<file path="src/rtl/sseg_pkg.sv">
// sseg_pkg: shared types and constants for the seven-segment scan controller.
// Holds the scan state enum, the blank segment pattern, the active-low hex
// glyph table ({a,b,c,d,e,f,g,dp}, dp bit left off) and a counter width helper.
package sseg_pkg;

    typedef enum logic {
        BLANK = 1'b0,
        SHOW  = 1'b1
    } state_t;

    localparam logic [7:0] SEG_OFF = 8'hFF;

    // Entry k is the glyph for hex digit k; bit 0 (dp) is always 1 (off) here.
    localparam logic [15:0][7:0] GLYPHS = {
        8'h71, 8'h61, 8'h85, 8'h63,   // F E d C
        8'hC1, 8'h11, 8'h09, 8'h01,   // b A 9 8
        8'h1F, 8'h41, 8'h49, 8'h99,   // 7 6 5 4
        8'h0D, 8'h25, 8'h9F, 8'h03    // 3 2 1 0
    };

    // Bits needed to count 0..n-1, never less than one bit.
    function automatic int cntWidth(input int n);
        return (n <= 2) ? 1 : $clog2(n);
    endfunction

endpackage

</file>
<file path="src/rtl/hex_sseg.sv">
// hex_sseg: combinational hex nibble + decimal point to active-low segments.
module hex_sseg
    import sseg_pkg::*;
(
    input  logic [3:0] i_hex,
    input  logic       i_dp,
    output logic [7:0] o_seg
);

    // Glyph lookup with the dp segment driven low when the point is lit.
    always_comb begin
        o_seg = {GLYPHS[i_hex][7:1], ~i_dp};
    end

endmodule

</file>
<file path="src/rtl/sseg_scan_ctrl.sv">
// sseg_scan_ctrl: time-multiplexed scan controller for an N-digit
// common-anode seven-segment display with inter-digit blanking and
// frame-atomic updates through a valid/ready write port.
// Optional leading-zero suppression is enabled by defining SSEG_LZ_BLANK_EN.
module sseg_scan_ctrl
    import sseg_pkg::*;
#(
    parameter int N_DIGITS     = 3,
    parameter int DWELL_CYCLES = 4000,
    parameter int BLANK_CYCLES = 200
) (
    input  logic                  clk,
    input  logic                  rst,
    input  logic                  wr_valid,
    output logic                  wr_ready,
    input  logic [4*N_DIGITS-1:0] wr_data,
    input  logic [N_DIGITS-1:0]   wr_dp,
    output logic [7:0]            seg_n,
    output logic [N_DIGITS-1:0]   an_n,
    output logic                  frame_tick
);

    localparam int PW = cntWidth((DWELL_CYCLES > BLANK_CYCLES) ? DWELL_CYCLES : BLANK_CYCLES);
    localparam int IW = cntWidth(N_DIGITS);
    localparam logic [PW-1:0] DWELL_LAST = PW'(DWELL_CYCLES - 1);
    localparam logic [PW-1:0] BLANK_LAST = PW'((BLANK_CYCLES > 0) ? BLANK_CYCLES - 1 : 0);
    localparam logic [IW-1:0] IDX_LAST   = IW'(N_DIGITS - 1);

    state_t                r_state;
    logic [IW-1:0]         r_idx;
    logic [PW-1:0]         r_phase;
    logic [4*N_DIGITS-1:0] r_actData;
    logic [N_DIGITS-1:0]   r_actDp;
    logic [4*N_DIGITS-1:0] r_pendData;
    logic [N_DIGITS-1:0]   r_pendDp;
    logic                  r_pendValid;
    logic [7:0]            r_seg;
    logic [N_DIGITS-1:0]   r_an;
    logic                  r_tick;

    logic                  w_showDone;
    logic                  w_blankDone;
    logic                  w_frameEnd;
    logic                  w_commit;
    logic                  w_enterShow;
    logic [IW-1:0]         w_nextIdx;
    logic [4*N_DIGITS-1:0] w_viewData;
    logic [N_DIGITS-1:0]   w_viewDp;
    logic [3:0]            w_nibble;
    logic                  w_dpSel;
    logic                  w_litSel;
    logic [N_DIGITS-1:0]   w_lit;
    logic [N_DIGITS-1:0]   w_anShow;
    logic [7:0]            w_decSeg;

    assign w_showDone  = (r_state == SHOW) && (r_phase == DWELL_LAST);
    assign w_blankDone = (r_state == BLANK) && ((BLANK_CYCLES == 0) || (r_phase == BLANK_LAST));
    assign w_frameEnd  = w_showDone && (r_idx == IDX_LAST);
    assign w_commit    = w_frameEnd && r_pendValid;
    assign w_enterShow = w_blankDone || (w_showDone && (BLANK_CYCLES == 0));
    assign w_nextIdx   = w_showDone ? ((r_idx == IDX_LAST) ? '0 : r_idx + IW'(1)) : r_idx;

    // A digit entered on a commit edge must already see the freshly committed value.
    assign w_viewData  = w_commit ? r_pendData : r_actData;
    assign w_viewDp    = w_commit ? r_pendDp   : r_actDp;

    assign wr_ready    = ~r_pendValid;
    assign seg_n       = r_seg;
    assign an_n        = r_an;
    assign frame_tick  = r_tick;

    // Decide which digits are lit; leading zeros go dark only when suppression is built in.
    always_comb begin
        logic anyNz;
        anyNz = 1'b0;
        w_lit = '1;
`ifdef SSEG_LZ_BLANK_EN
        for (int k = N_DIGITS - 1; k >= 0; k--) begin
            anyNz    = anyNz | (|w_viewData[4*k +: 4]) | w_viewDp[k];
            w_lit[k] = anyNz || (k == 0);
        end
`endif
    end

    // Select the nibble, point and anode pattern of the digit about to be shown.
    always_comb begin
        w_nibble = '0;
        w_dpSel  = 1'b0;
        w_litSel = 1'b0;
        w_anShow = '1;
        for (int k = 0; k < N_DIGITS; k++) begin
            if (w_nextIdx == IW'(k)) begin
                w_nibble    = w_viewData[4*k +: 4];
                w_dpSel     = w_viewDp[k];
                w_litSel    = w_lit[k];
                w_anShow[k] = 1'b0;
            end
        end
    end

    hex_sseg u_dec (
        .i_hex (w_nibble),
        .i_dp  (w_dpSel),
        .o_seg (w_decSeg)
    );

    // Scan FSM: phase timing, digit stepping and registered display outputs.
    always_ff @(posedge clk) begin
        if (rst) begin
            r_state <= BLANK;
            r_idx   <= '0;
            r_phase <= '0;
            r_seg   <= SEG_OFF;
            r_an    <= '1;
            r_tick  <= 1'b0;
        end else begin
            r_tick <= w_frameEnd;
            case (r_state)
                BLANK: begin
                    if (w_blankDone) begin
                        r_state <= SHOW;
                        r_phase <= '0;
                    end else begin
                        r_phase <= r_phase + PW'(1);
                    end
                end
                SHOW: begin
                    if (w_showDone) begin
                        r_state <= (BLANK_CYCLES == 0) ? SHOW : BLANK;
                        r_phase <= '0;
                        r_idx   <= w_nextIdx;
                    end else begin
                        r_phase <= r_phase + PW'(1);
                    end
                end
                default: begin
                    r_state <= BLANK;
                    r_phase <= '0;
                end
            endcase
            if (w_enterShow) begin
                r_an  <= w_litSel ? w_anShow : '1;
                r_seg <= w_litSel ? w_decSeg : SEG_OFF;
            end else if (w_showDone) begin
                r_an  <= '1;
                r_seg <= SEG_OFF;
            end
        end
    end

    // Write handshake into the pending buffer and frame-boundary commit to active.
    always_ff @(posedge clk) begin
        if (rst) begin
            r_actData   <= '0;
            r_actDp     <= '0;
            r_pendData  <= '0;
            r_pendDp    <= '0;
            r_pendValid <= 1'b0;
        end else begin
            if (w_commit) begin
                r_actData   <= r_pendData;
                r_actDp     <= r_pendDp;
                r_pendValid <= 1'b0;
            end
            if (wr_valid && !r_pendValid) begin
                r_pendData  <= wr_data;
                r_pendDp    <= wr_dp;
                r_pendValid <= 1'b1;
            end
        end
    end

endmodule
</file>
<file path="config.mk">
export PLATFORM = sky130hd
export DESIGN_NAME = sseg_scan_ctrl
export DESIGN_NICKNAME = d
export VERILOG_FILES = /design/src/rtl/sseg_pkg.sv /design/src/rtl/hex_sseg.sv /design/src/rtl/sseg_scan_ctrl.sv
export SDC_FILE = /design/constraint.sdc
export NUM_CORES = 1
export LEC_CHECK = 0
export ABC_AREA = 0
export CAP_MARGIN = 0
export CORE_MARGIN = 4
export CORE_UTILIZATION = 45
export CTS_CLUSTER_DIAMETER = 60
export DETAILED_ROUTE_END_ITERATION = 16
export PLACE_DENSITY = 0.64
export SLEW_MARGIN = 0
export SYNTH_ARGS = -nofsm -noshare
export SYNTH_HDL_FRONTEND = slang
export SYNTH_HIERARCHICAL = 1
export SYNTH_SLANG_ARGS = --single-unit
export TNS_END_PERCENT = 50
</file>
<file path="constraint.sdc">
create_clock -name clk -period 4.4 [get_ports clk]
set_clock_uncertainty 0.2 [all_clocks]
set_input_delay 0.66 -clock clk [delete_from_list [all_inputs] [get_ports clk]]
set_output_delay 0.66 -clock clk [all_outputs]
set_load 0.01 [all_outputs]
</file>
# Yosys cells after proc, flatten, opt, wreduce, memory -nomap -nowiden
# Memories as Yosys holds them, arrays and structs flattened.
# Cells that the tools add are included.
[word_totals]
ff_bits = 58
rom_bits = 128
in_bits = 18
output_inout_bits = 13
word_cells = 64
n_memories = 1
[memory_table]
columns = ["name", "depth", "word_bits", "read_ports", "rd_clocked_by_memory_dff", "write_ports", "line_no", "rtl"]
rows = [
  ["(name not given)", 16, 8, 1, 0, 0, "hex_sseg.sv:12", "o_seg = {GLYPHS[i_hex][7:1], ~i_dp};"],
]
[op_classes]
add_sub_neg = 2
n_lt_le_gt_ge = 1
n_eq_ne = 5
muxes = 31
n_bitwise = 3
n_reduce_logical = 10
[op_table]
columns = ["op", "n"]
rows = [
  ["$mux 12", 3],
  ["$mux 8", 4],
  ["$pmux 12 s2", 1],
  ["$mux 1", 13],
  ["$add 12x1->12 const B", 1],
  ["$eq 12x12->1 const B", 1],
  ["$eq 12x8->1 const B", 1],
  ["$mux 3", 4],
  ["$mux 4", 3],
  ["$logic_and 1x1->1", 5],
  ["$lt 4x5->1 const B", 1],
  ["$eq 2x2->1 const B", 2],
  ["$mux 2", 2],
  ["$reduce_bool 2->1", 2],
  ["$not 1->1", 3],
  ["$add 2x1->2 const B", 1],
  ["$eq 2x1->1 const B", 1],
  ["$logic_not 2->1", 1],
  ["$pmux 1 s2", 1],
  ["$reduce_and 2->1", 1],
  ["$logic_not 1->1", 1],
]

# Longest topological paths before layout
# Gate-level depths: netlist of run 1.
[depth]
ltp_word = 12
depth_mapped = 15
ltp_nobuf = 12

# By module
# The synthesis of run 1 kept the hierarchy.
[by_module_without_submodules]
columns = ["module", "n_inst", "cells_per_inst", "area_per_inst_um2", "seq_area_each_um2"]
rows = [
  ["sseg_scan_ctrl", 1, 294, 2658.8, 1161.1],
  ["hex_sseg", 1, 36, 251.5, 0.0],
]

# Least setup slack after synthesis of run 1
# No wires, ideal clock.
[synth_path]
kind = "flip-flop to flip-flop"
from = "register r_phase[0]"
to = "register r_seg[4], in the netlist seg_n[4]"
setup_ns = 0.114
t_arrival_ns = 2.758
required_ns = 4.086
setup_slack_ns = 1.328
stages_incl_launch_ff = 14
path_buffers = 1
synth_period_minus_slack_ns = 3.072
path_cell_list = "dfxtp_1 -> ha_1 -> and4_1 -> buf_6 -> nand4_1 -> or2_2 -> o211ai_1 -> inv_1 -> ha_1 -> nand2_1 -> a21oi_1 -> a31oi_1 -> a311o_1 -> a21o_1"
[synth_between]
elab_chain_cells = 12
word_cells_on_any_way = 22
classes_between = "4 x eq/ne; 11 x mux; 6 x reduce/logical; 1 x memory"
[synth_rtl]
columns = ["element", "line_no", "rtl"]
rows = [
  ["from (decl)", "sseg_scan_ctrl.sv:31", "logic [PW-1:0] r_phase;"],
  ["from (signal assigned)", "sseg_scan_ctrl.sv:124", "r_phase <= r_phase + PW'(1);"],
  ["from (signal assigned)", "sseg_scan_ctrl.sv:133", "r_phase <= r_phase + PW'(1);"],
  ["$eq 12x12->1 *", "sseg_scan_ctrl.sv:56", "assign w_showDone = (r_state == SHOW) && (r_phase == DWELL_LAST);"],
  ["$logic_and 1x1->1 *", "sseg_scan_ctrl.sv:56", ""],
  ["$logic_and 1x1->1", "sseg_scan_ctrl.sv:58", "assign w_frameEnd = w_showDone && (r_idx == IDX_LAST);"],
  ["$logic_and 1x1->1", "sseg_scan_ctrl.sv:59", "assign w_commit = w_frameEnd && r_pendValid;"],
  ["$mux 12", "-", ""],
  ["$mux 4 (2 in series)", "sseg_scan_ctrl.sv:92", "if (w_nextIdx == IW'(k)) begin"],
  ["$mux 4 *", "sseg_scan_ctrl.sv:92", ""],
  ["net w_nibble[0]", "sseg_scan_ctrl.sv:49", "logic [3:0] w_nibble;"],
  ["$mem_v2 16x8 *", "-", ""],
  ["$mux 8 (implied by the code) *", "hex_sseg.sv:12", ""],
  ["net w_decSeg[4]", "sseg_scan_ctrl.sv:54", "logic [7:0] w_decSeg;"],
  ["$mux 8 *", "sseg_scan_ctrl.sv:143", "r_seg <= w_litSel ? w_decSeg : SEG_OFF;"],
  ["$mux 8 *", "sseg_scan_ctrl.sv:141", "if (w_enterShow) begin"],
  ["to (signal assigned)", "sseg_scan_ctrl.sv:143", ""],
  ["to (decl)", "sseg_scan_ctrl.sv:37", "logic [7:0] r_seg;"],
]
# Mark *: on every way through the listed nets, which the timed path passes. The rest lies on a longest branch. The select of a mux whose other input is x is not followed.
# A chain may end at the register's enable or synchronous reset.

# Worst setup path in the final report of run 1
# Ends and elaborated chain as after synthesis.

==> results of run 1 <==
-- logic make-up after synthesis --
logic type / Yosys count / share of synthesized area
muxes: 31 / 0.109
xor gates and xnor gates: 11 / 0.0331
buffers and inverters: 32 / 0.0563
and+or+nand+nor: 132 / 0.228
adders and majority gates: 8 / 0.0344
AOI/OAI and AO/OA: 58 / 0.141
DFF: 58 / 0.399
-- final cells by class --
class                           instances  area, µm²
Clock buffer                           13        149
Clock inverter                          3       15.0
Fill cell                             613       2950
Inverter                                8       30.0
Multi-Input combinational cell        240       1590
Sequential cell                        58       1160
Tap cell                               77       96.3
Timing Repair Buffer                   34        330
-- cell usage in the layout, fill, tap and decap left out, types with 4 or more instances in the layout --
cell             count
ha_1                 8
nand4_1              5
clkdlybuf4s50_1     30
mux2_2               5
xnor2_1              5
dfxtp_1             58
o2bb2ai_1            4
nand2_1             55
a21oi_1             18
and4_1               4
nand3b_1             9
nor2_1              31
o211ai_1             5
clkbuf_8            10
mux2i_1             26
a21o_1               8
xor2_1               6
inv_1                8
nand3_1              9
buf_4                4
a311o_1              8
-- registers in the layout (all words and copies together) (netlist names) --
name         count
an_n             3
frame_tick       1
r_actData       12
r_actDp          3
r_idx            2
r_pendData      12
r_pendDp         3
r_pendValid      1
r_phase         12
r_state          1
seg_n            8
-- per-layer routing --
layer / routed length (µm) / vias to the layer above / part of all wire / GRT usage
met5: 0 / - / 0 / 0
met3: 212 / 9 / 0.036 / 0.0512
li1: - / 1198 / - / -
met1: 2920 / 1063 / 0.49 / 0.216
met4: 112 / 0 / 0.019 / 0.0714
met2: 2710 / 28 / 0.46 / 0.245
-- worst max path at each step --
stage / startpoint / to / slack, ps / cells after the start
6_report: r_phase[0]$_SDFF_PP0_ / seg_n[4]$_SDFFE_PP1P_ / 820 / 12
5_1_grt: r_phase[0]$_SDFF_PP0_ / seg_n[4]$_SDFFE_PP1P_ / 570 / 12
2_1_floorplan: r_phase[0]$_SDFF_PP0_ / seg_n[4]$_SDFFE_PP1P_ / 1330 / 13
3_5_place_dp: r_phase[0]$_SDFF_PP0_ / seg_n[4]$_SDFFE_PP1P_ / 880 / 12
4_1_cts: r_phase[0]$_SDFF_PP0_ / seg_n[4]$_SDFFE_PP1P_ / 850 / 12
3_3_place_gp: r_phase[0]$_SDFF_PP0_ / seg_n[4]$_SDFFE_PP1P_ / 950 / 12
-- per-stage QoR --
stage          total power, mW  worst slack (ps)  hold slack (ps)  instance area (µm²)
2_1_floorplan            0.578              1330              218                 2910
3_3_place_gp             0.602               955              231                 3200
3_5_place_dp             0.603               876              245                 3200
4_1_cts                   1.02               849              254                 3370
5_1_grt                   1.05               568              287                 3370
6_report                  1.00               823              253                 3370
-- power breakdown --
group          internal (mW)  switching (mW)
clock network          0.217           0.194
logic                 0.0234          0.0236
registers              0.536         0.00720
==> results.cfg, run 1 <==
[logic_synthesis]
synthTopCellsByArea = dfxtp_1, mux2i_1, nand2_1, nor2_1, ha_1
netlist_instances = 330
synth_top_cell_area_share = 0.399
ys_ff_latch = 58
async_flop_share = 0
synth_most_common_cell = dfxtp_1
syn_nets = 356
synth_cell_types = 47
synth_common_cells = dfxtp_1, nand2_1, nor2_1
yosysTopAreaCell = dfxtp_1
synthFlopType = dfxtp_1
yosys_warnings = 6
synth-seq-area-share = 0.399
synth_edf_count = 0
netlist_area_mm2 = 0.00291
syn_avg_cell_area_um2 = 8.82

[cts]
hold_buffers = 0
clkSinkCount = 58
clockBufferDepth = 2
cts_root_buffer = clkbuf_8
clk_pin_slew_ps = 60
post_cts_buffers = 0
htree_levels = 3
post_cts_resized = 0
cts_buffers = 9
worst_skew_pair.late_latency_ps = 330
cts_tree = done

[power]
peakVddDrop_v = 0.000188
leakage_nw = 1.32
power_density_mw_per_mm2 = 297

[floorplanning]
num_rows = 29
core_area_mm2 = 0.00631
initial_core_util = 0.461
die_area_mm2 = 0.00782
die_h_um = 88.4
io_pins = 31
fp.dieW_um = 88.4

[final_layout]
synthToLayoutAreaGrowth_pct = 15.7
layout-drive-gt1-share = 0.0787
finalNonFillerCells = 433
diodes = 0
final_nets = 377
fin_util = 0.533

[setup_path]
cp.arrival_ps = 3610
r2r-start = r_phase[0]$_SDFF_PP0_
path_delay_family = compound AO/OA/AOI/OAI gates
r2r_cells = 12
slowest_delay_ps = 470
ff2ff_setup_slack_ps = 820
path_common_cell = ha_1
crit_buf_inv = 1
r2r-end = seg_n[4]$_SDFFE_PP1P_
cp_max_fo = 8
cp-end-kind = flip-flop
cp-start-kind = flip-flop
crit_slowest_cell = o211ai_1
path_class = flip-flop to flip-flop
cp_cell_sequence = ha_1 -> and4_1 -> nand4_1 -> or2_2 -> o211ai_1 -> inv_1 -> ha_1 -> nand2_1 -> a21oi_1 -> a31oi_1 -> a311o_1 -> a21o_1
crit_required_ps = 4430

[placed_design]
dp_hpwl_mm = 4.19
gp_congestion = 0.802
dp.cells = 417
io_buffers = 30

[detailed_routing]
wirelength_mm = 5.96
num_vias = 2298
drc_errors = 0
drtPass1Iterations = 4
drt_iter0_drc = 91
route.antenna.remaining_nets = 0
vias_per_cell = 5.31
post_drt_wl_per_cell_um = 13.8

[global_routing]
antenna_found_initial = 0
grt_pass1_wl_mm = 9.96
grt_pass1_vias = 2126
grt_overflow = 0
grt_use_total = 0.163
grt_max_degree = 45

[min_path]
hold_class = flip-flop to flip-flop
worstHoldPathCells = 1
min_from = r_phase[0]$_SDFF_PP0_
hold_end = r_phase[0]$_SDFF_PP0_

[sta]
slew_viol_final = 0
fin_crit_sh = 0.813
max_freq_mhz = 280
rsz0062_at_grt = no
maxSlewHeadroom = 0.377
tightest_slew_ps = 932
period_minus_slack_ps = 3580
fin_tns_setup_ps = 0
setup-violations-final = 0
hold_violations = 0

[run]
cap_violations = 0

[status]
status = complete, no violations
(Power assumes the default switching activity.)
==> run 2, diff against run 1 <==
==> constraint.sdc (replaced) <==
create_clock -name clk -period 3.49 [get_ports clk]
set_clock_uncertainty 0.2 [all_clocks]
set_input_delay 0.5235 -clock clk [delete_from_list [all_inputs] [get_ports clk]]
set_output_delay 0.5235 -clock clk [all_outputs]
set_load 0.01 [all_outputs]
==> run 2 against run 1 <==
Compared with the run above:
- sequential cell count unchanged
- clock-buffer cell count decreased by 3
- clock power increased by 25%
- via count increased by 2.8%
- die area unchanged
- critical path type unchanged
- largest cell class unchanged
==> results.cfg, run 2 (synthesis results as in run 1) <==
[cts]
clockBufferDepth = 2
clk_pin_slew_ps = 60
post_cts_resized = 0
htree_levels = 3
cts_tree = done
hold_buffers = 0
cts_buffers = 9
post_cts_buffers = 0
cts_root_buffer = clkbuf_8
worst_skew_pair.late_latency_ps = 340
clkSinkCount = 58

[detailed_routing]
vias_per_cell = 5.36
drc_errors = 0
drtPass1Iterations = 4
post_drt_wl_per_cell_um = 14.1
num_vias = 2363
drt_iter0_drc = 133
wirelength_mm = 6.20
route.antenna.remaining_nets = 0

[floorplanning]
fp.dieW_um = 88.4
io_pins = 31
initial_core_util = 0.461
die_area_mm2 = 0.00782
num_rows = 29
core_area_mm2 = 0.00631
die_h_um = 88.4

[setup_path]
crit_required_ps = 3520
path_class = flip-flop to flip-flop
cp_max_fo = 7
crit_slowest_cell = dfxtp_1
cp_cell_sequence = ha_1 -> and4_2 -> and4_4 -> mux2i_1 -> a211o_1 -> inv_1 -> ha_1 -> or2_2 -> a21oi_1 -> a31oi_1 -> a311o_1 -> a21o_1
cp-end-kind = flip-flop
cp.arrival_ps = 3280
cp-start-kind = flip-flop
slowest_delay_ps = 360
path_common_cell = ha_1

[global_routing]
antenna_found_initial = 0
grt_pass1_vias = 2231
grt_max_degree = 23
grt_use_total = 0.175
grt_pass1_wl_mm = 10.6
grt_overflow = 0

[final_layout]
final_nets = 387
diodes = 0
layout-drive-gt1-share = 0.113
top_regs = r_actData (12), r_pendData (12), r_phase (12)
fin_util = 0.545
synthToLayoutAreaGrowth_pct = 18.2
layout_common_cells = dfxtp_1, nand2_1, nor2_1
final_common_cell = dfxtp_1
ff_latch_area_mm2 = 0.00116
fill_cells = 626
multiInputGateArea_mm2 = 0.00159

[power]
power_density_mw_per_mm2 = 366
peakVddDrop_v = 0.000287
leakage_nw = 1.38
finalPower_mw = 1.26

[sta]
maxSlewHeadroom = 0.396
setup-violations-final = 0
tightest_slew_ps = 901
max_freq_mhz = 308
period_minus_slack_ps = 3240
hold_violations = 0
slew_viol_final = 0
fin_crit_sh = 0.929
rsz0062_at_grt = no
fin_tns_setup_ps = 0

[placed_design]
gp_congestion = 0.872
io_buffers = 30
dp_hpwl_mm = 4.46

[run]
cap_violations = 0

[status]
status = complete, no violations

[min_path]
hold_class = flip-flop to flip-flop
==> run 2: cell count changes in the layout (fill, tap and decap cells not counted), sizes merged <==
cell	delta
clkinv	+1
clkbuf	-3
buf	+10
==> run 2: critical path: cells and delay by family (launching register included) <==
family / cells / cell delay (ps)
and+or+nand+nor: 3 / 910
buffers and inverters: 1 / 130
muxes: 1 / 210
AOI/OAI and AO/OA: 5 / 910
DFF: 1 / 360
adders and majority gates: 2 / 430
==> run 2: stage by stage <==
step	std cells	hold slack, ps	setup WS, ps	instance area [µm²]
2_1_floorplan	330	218	418	2910
3_3_place_gp	427	230	241	3280
3_5_place_dp	427	246	125	3280
4_1_cts	441	259	98.2	3440
5_1_grt	441	287	35.4	3440
6_report	441	252	247	3440
==> run 2: final timing paths <==
check	to	start	cells after the start	slack (ps)
hold / removal	r_phase[0]$_SDFF_PP0_	r_phase[0]$_SDFF_PP0_	1	250
hold reg to reg	r_phase[0]$_SDFF_PP0_	r_phase[0]$_SDFF_PP0_	1	250
setup reg to reg	seg_n[4]$_SDFFE_PP1P_	r_phase[0]$_SDFF_PP0_	12	250
setup / recovery	seg_n[4]$_SDFFE_PP1P_	r_phase[0]$_SDFF_PP0_	12	250
==> run 2: area by class of cell <==
cell class | instances | area share
Inverter | 8 | 0.00873
Sequential cell | 58 | 0.338
Clock inverter | 4 | 0.00582
Tap cell | 77 | 0.0280
Timing Repair Buffer | 44 | 0.118
Multi-Input combinational cell | 240 | 0.462
Clock buffer | 10 | 0.0400
==> run 2: metal layers <==
metal,track usage,routed length (µm)
met1,0.228,3000
met2,0.276,2880
met3,0.0447,234
met4,0.0701,89
met5,0,0
==> run 2: power breakdown <==
group	switching, mW	internal [mW]
Combinational	0.0302	0.0311
Clock	0.251	0.263
Sequential	0.00901	0.676
